## config.mk

```make
export PLATFORM = sky130hd
export DESIGN_NAME = key_mix
export DESIGN_NICKNAME = d
export VERILOG_FILES = /design/src/rtl/key_mix.sv
export SDC_FILE = /design/constraint.sdc
export NUM_CORES = 1
export LEC_CHECK = 0
export ABC_AREA = 1
export BUFFER_PORTS_ARGS = -buffer_cell sky130_fd_sc_hd__clkbuf_2
export CAP_MARGIN = 20
export CORE_ASPECT_RATIO = 0.5
export CORE_MARGIN = 10
export CORE_UTILIZATION = 50
export DETAILED_ROUTE_END_ITERATION = 8
export HOLD_SLACK_MARGIN = 0.15
export PLACE_DENSITY = 0.79
export SLEW_MARGIN = 40
export SYNTH_ARGS = -nofsm -noshare
export SYNTH_HDL_FRONTEND = slang
export SYNTH_SLANG_ARGS = --single-unit
```

## constraint.sdc

```tcl
create_clock -name clk -period 4.2 [get_ports clk]
set_input_delay 0.21 -clock clk [delete_from_list [all_inputs] [get_ports clk]]
set_output_delay 0.21 -clock clk [all_outputs]
set_load 0.01 [all_outputs]
```

## src/rtl/key_mix.sv

```systemverilog
// RC5 key-schedule mixing stage: runs 3*max(T,C) read-modify-write iterations
// over the external S table and L array RAMs, then raises done.
module key_mix #(
  parameter int unsigned W = 32,
  parameter int unsigned C = 4,
  parameter int unsigned R = 12,
  localparam int unsigned T   = 2 * (R + 1),
  localparam int unsigned N   = 3 * ((T > C) ? T : C),
  localparam int unsigned SAW = $clog2(T),
  localparam int unsigned LAW = $clog2(C)
) (
  input  logic           clk,
  input  logic           rst,
  input  logic           start,
  output logic [SAW-1:0] S_address,
  input  logic [W-1:0]   S_rdata,
  output logic [W-1:0]   S_wdata,
  output logic           S_we,
  output logic [LAW-1:0] L_address,
  input  logic [W-1:0]   L_rdata,
  output logic [W-1:0]   L_wdata,
  output logic           L_we,
  output logic           done
);

  localparam int unsigned RW = $clog2(W);
  localparam int unsigned KW = $clog2(N + 1);

  typedef enum logic [2:0] {
    ST_IDLE,
    ST_FETCH,
    ST_WAIT,
    ST_CALC_A,
    ST_CALC_B,
    ST_UPDATE,
    ST_DONE
  } state_t;

  state_t         state_q, state_d;
  logic [W-1:0]   a_q, a_d;
  logic [W-1:0]   b_q, b_d;
  logic [W-1:0]   s_val_q, s_val_d;
  logic [W-1:0]   l_val_q, l_val_d;
  logic [SAW-1:0] i_q, i_d;
  logic [LAW-1:0] j_q, j_d;
  logic [KW-1:0]  k_q, k_d;
  logic [SAW-1:0] s_addr_q, s_addr_d;
  logic [LAW-1:0] l_addr_q, l_addr_d;
  logic [W-1:0]   s_wdata_q, s_wdata_d;
  logic [W-1:0]   l_wdata_q, l_wdata_d;
  logic           s_we_q, s_we_d;
  logic           l_we_q, l_we_d;
  logic           done_q, done_d;

  logic [W-1:0]   sum_a;
  logic [W-1:0]   sum_b;
  logic [W-1:0]   ab_sum;
  logic [W-1:0]   new_a;
  logic [W-1:0]   new_b;

  // Rotate left by the low log2(W) bits; amount 0 returns x unchanged.
  function automatic logic [W-1:0] rotl(input logic [W-1:0] x, input logic [RW-1:0] amt);
    logic [2*W-1:0] t;
    t = {x, x} << amt;
    return t[2*W-1:W];
  endfunction

  // In CALC_B a_q already holds the freshly written A.
  always_comb begin
    sum_a  = s_val_q + a_q + b_q;
    new_a  = rotl(sum_a, RW'(3));
    ab_sum = a_q + b_q;
    sum_b  = l_val_q + ab_sum;
    new_b  = rotl(sum_b, ab_sum[RW-1:0]);
  end

  always_ff @(posedge clk) begin
    if (rst) begin
      state_q   <= ST_IDLE;
      a_q       <= '0;
      b_q       <= '0;
      s_val_q   <= '0;
      l_val_q   <= '0;
      i_q       <= '0;
      j_q       <= '0;
      k_q       <= '0;
      s_addr_q  <= '0;
      l_addr_q  <= '0;
      s_wdata_q <= '0;
      l_wdata_q <= '0;
      s_we_q    <= 1'b0;
      l_we_q    <= 1'b0;
      done_q    <= 1'b0;
    end else begin
      state_q   <= state_d;
      a_q       <= a_d;
      b_q       <= b_d;
      s_val_q   <= s_val_d;
      l_val_q   <= l_val_d;
      i_q       <= i_d;
      j_q       <= j_d;
      k_q       <= k_d;
      s_addr_q  <= s_addr_d;
      l_addr_q  <= l_addr_d;
      s_wdata_q <= s_wdata_d;
      l_wdata_q <= l_wdata_d;
      s_we_q    <= s_we_d;
      l_we_q    <= l_we_d;
      done_q    <= done_d;
    end
  end

  always_comb begin
    state_d   = state_q;
    a_d       = a_q;
    b_d       = b_q;
    s_val_d   = s_val_q;
    l_val_d   = l_val_q;
    i_d       = i_q;
    j_d       = j_q;
    k_d       = k_q;
    s_addr_d  = s_addr_q;
    l_addr_d  = l_addr_q;
    s_wdata_d = s_wdata_q;
    l_wdata_d = l_wdata_q;
    s_we_d    = s_we_q;
    l_we_d    = l_we_q;
    done_d    = done_q;

    case (state_q)
      ST_IDLE: begin
        if (start) state_d = ST_FETCH;
      end
      ST_FETCH: begin
        s_addr_d = i_q;
        l_addr_d = j_q;
        s_we_d   = 1'b0;
        l_we_d   = 1'b0;
        state_d  = ST_WAIT;
      end
      ST_WAIT: begin
        s_val_d = S_rdata;
        l_val_d = L_rdata;
        state_d = ST_CALC_A;
      end
      ST_CALC_A: begin
        a_d       = new_a;
        s_wdata_d = new_a;
        s_we_d    = 1'b1;
        state_d   = ST_CALC_B;
      end
      ST_CALC_B: begin
        s_we_d    = 1'b0;
        b_d       = new_b;
        l_wdata_d = new_b;
        l_we_d    = 1'b1;
        state_d   = ST_UPDATE;
      end
      ST_UPDATE: begin
        l_we_d = 1'b0;
        i_d    = (i_q == SAW'(T - 1)) ? '0 : i_q + SAW'(1);
        j_d    = (j_q == LAW'(C - 1)) ? '0 : j_q + LAW'(1);
        k_d    = k_q + KW'(1);
        if (k_q == KW'(N - 1)) begin
          state_d = ST_DONE;
          done_d  = 1'b1;
        end else begin
          state_d = ST_FETCH;
        end
      end
      ST_DONE: begin
        s_we_d = 1'b0;
        l_we_d = 1'b0;
        done_d = 1'b1;
      end
      default: begin
        state_d = ST_IDLE;
      end
    endcase
  end

  assign S_address = s_addr_q;
  assign S_wdata   = s_wdata_q;
  assign S_we      = s_we_q;
  assign L_address = l_addr_q;
  assign L_wdata   = l_wdata_q;
  assign L_we      = l_we_q;
  assign done      = done_q;

endmodule
```

==> summary.txt <==
Status
  • Outcome: finished with violations
  • Failing checks: negative setup slack

Setup path
  • Top cell by count, worst path: nand2_1
  • R2R Path End: L_wdata[0]$_SDFFE_PP0P_
  • Data required, critical path: around 4600 ps
  • Crit path DAT: roughly 4600 ps
  • Cells on worst reg2reg path: 27
  • Worst reg2reg setup slack: -10 ps
  • Critical path class: reg2reg
  • Crit-path slowest cell: dfxtp_1
  • Reg-to-Reg Start: L_wdata[1]$_SDFFE_PP0P_
  • Crit path from: L_wdata[1]$_SDFFE_PP0P_
  • Max Fanout on Critical Path: 4
  • Worst Setup Start Kind: flop
  • CP max stage delay: between 300 and 400 ps
  • Worst setup EP type: flop

Synth
  • Number of synthesized flops with an enable pin: 0
  • Post-synth cell types: 49
  • Post-synthesis sequential area ratio: 23.11%
  • Syn nets: ~2200
  • Avg Cell Area, Syn: ~6.6 um^2
  • Mapped cell area: ~13000 um^2
  • Post-synthesis instance total: approximately 2000
  • Synth Flop Type: dfxtp_1
  • Asr flop ratio synth: 0%
  • Yosys warns: 0
  • Register bit count reported by yosys: ~160

Detailed routing
  • Vias: between 15000 and 20000
  • WL/cell: between 15 and 20 um
  • Vias per std cell: 5.788
  • DR pass1 iterations: 7
  • DRC: 0
  • DR iter-0 viols: ~2000
  • ANT nets after route: 0
  • Total Routed Length: between 50 and 60 mm

Min path
  • Hold path endpoint: j_q[0]$_SDFFE_PP0P_
  • Hold path startpoint: rst
  • Hold depth: 2
  • Min-delay worst type: in2reg

Power and ir drop
  • Sequential Power Share: roughly a third
  • P per Cell Area: roughly 290 nW/um^2
  • Clock Power Share: between 30% and 40%
  • Sw Pwr: roughly 2.1 mW
  • Sw Ratio: 39.14%
  • LEAKAGE: roughly 9 nW
  • Cell Int Power: ~3.2 mW
  • Power Total: about 5.3 mW
  • Comb pwr share: a little over a third
  • Maximum VDD drop: roughly 0.31 mV

Job
  • MaxCap Viol Count: 0

GRT
  • Vias in the first global route: 14310
  • GRT Total Usage: ~28%
  • First-pass GRT wire length: a little under 80 mm
  • GRT overflow: 0
  • Largest net degree at the start of global routing: 67
  • Initial antenna violation count: 0

Clock network
  • Worst-skew pair later-pin latency: 470 ps
  • H-tree Lvls: 4
  • Clock sink count: about 160
  • Cts bufs inserted: 17
  • Clock Pin Slew Worst Setup and Hold Paths: approximately 80 ps
  • Root Driver: clkbuf_16
  • Clk buf depth: 2
  • CTS tree: done

Final layout
  • Final instance area: around 18000 um^2
  • ANT cells: 0
  • Most frequent cells in the layout: nand2_1 (335), nor2_1 (263), nand3_1 (190)
  • Nets@finish: 2558
  • Layout cells sized above 1: 28.70%
  • Syn-to-layout area delta: 35.63%
  • Most common cell after layout, fill and taps aside: nand2_1

STA
  • Min cycle time layout: approximately 4200 ps
  • RSZ-0062 raised after global routing: true
  • Clock skew: 14.17 ps
  • Setup TNS: -10.36 ps
  • Final setup viols: 1
  • Fin crit share: 100.2%
  • Max_slew headroom: 43.41%
  • PnR worst setup slack: -10.36 ps
  • Fmax: roughly 0.24 GHz
  • Final Hold Viols: 0
  • Least-Margin Pin Slew: about 850 ps
  • Slew Limit Fails: 0
  • WHS: between 400 and 500 ps

Placement
  • Dpl ws: -294.1 ps
  • Port Buffer Count: 140
  • Placed cell areas: about 16000 um^2
  • Post-DP HPWL: between 30 and 40 mm
  • Final estimated routing congestion in global placement: 1.038

Die
  • FP Rows: 42
  • Die Ht: roughly 140 um
  • Die ar.: approximately 34000 um^2
  • I/O pin count: 141
  • Die width: 251.7 um
  • Starting density of the core: roughly 51%
  • Core ar.: approximately 26000 um^2
Yosys cell counts, drive strengths merged (3+ instances only):
library cell  count  share of area [%]
nand2           369                 11
ha              101                9.4
buf              26               0.97
dfxtp           155                 23
nor2            293                8.3
o21bai           14               0.78
o21ai           153                5.9
fa               34                5.1
clkbuf           45                1.3
nand3           360                 15
a21oi           118                4.6
a21boi            3               0.17
inv             195                5.5
xor2             36                2.3
a31oi            12               0.56
o221ai            3               0.20
nand3b            6               0.34
o21a              5               0.28
xnor2            25                1.6
or2               7               0.34
nand4            25                1.2
a21o              7               0.39
nor3             25                1.1
o211ai            8               0.52
critical path: cells and delay by family, from the launching register on:
kind	cells	cell delay [ps]
AO/OA/AOI/OAI	7	1000
XOR/XNOR	1	190
adder cells (fa/ha/maj)	2	500
buffers and inverters	3	480
flip-flops	1	360
AND/OR/NAND/NOR	14	1580
cell type report:
class	instances	area [um^2]
inverter	196	735.7
timing repair buffer	369	2586
multi-input combinational	1617	10720
tap	352	440.4
clock buffer	18	429.2
clock inverter	14	192.7
sequential	155	3107
fill	2127	8223
metrics by stage:
stage	util (%)	cells
after global placement	58.62	2619
after global routing	68.89	2721
after floorplan	-	2039
after detailed placement	58.64	2619
after CTS	64.65	2718
final	68.89	2721
sequential cells by signal, summed over array words and instances, names as in the netlist, 2 cells and up:
register / flops
j_q: 2
s_val_q: 32
i_q: 5
L_wdata: 32
l_val_q: 32
L_address: 2
k_q: 7
S_address: 5
S_wdata: 32
state_q: 3
repair_timing:
action                                  in CTS  in global routing
cloned                                       0                  0
pin swaps                                   19                 68
buffers inserted                             2                  3
resized for setup                           67                224
endpoints found under the hold margin       65                  0
hold buffers                                65                  0
endpoints found under the setup margin      32                 32
how the worst max path moves through the flow:
stage / to / slack [ps] / cells past startpoint
2_1_floorplan: L_wdata[11]$_SDFFE_PP0P_ / 320 / 26
3_3_place_gp: L_wdata[5]$_SDFFE_PP0P_ / -240 / 28
3_5_place_dp: L_wdata[5]$_SDFFE_PP0P_ / -290 / 27
4_1_cts: L_wdata[8]$_SDFFE_PP0P_ / -7 / 26
5_1_grt: L_wdata[13]$_SDFFE_PP0P_ / -220 / 27
6_report: L_wdata[0]$_SDFFE_PP0P_ / -10 / 27
power by group through the flow:
stage	combinational [mW]	clock, mW	sequential, mW
finish	1.89	1.69	1.68
global route	2.04	1.76	1.69
CTS	1.65	1.70	1.67
detailed placement	1.55	0	1.70
global placement	1.52	0	1.69
floorplan	1.03	0	1.70
cells by family after synthesis:
family                     Yosys count  synth area share, %
and+or+nand+nor                   1092                36.95
buffers and inverters              267                7.707
AOI/OAI and AO/OA                  328                13.70
adders and majority gates          135                14.48
muxes                                1              0.07455
DFF                                155                23.11
xor gates and xnor gates            61                3.979
metal layers:
layer	vias up	global-route usage, %	routed length (um)	part of all wire (%)
met5	-	0	0	0
met4	0	11.51	2147	4.2
met3	147	7.279	5078	9.9
met2	772	44.35	22450	44
met1	7377	37.11	21480	42
li1	7454	-	-	-
(Power assumes the default switching activity.)
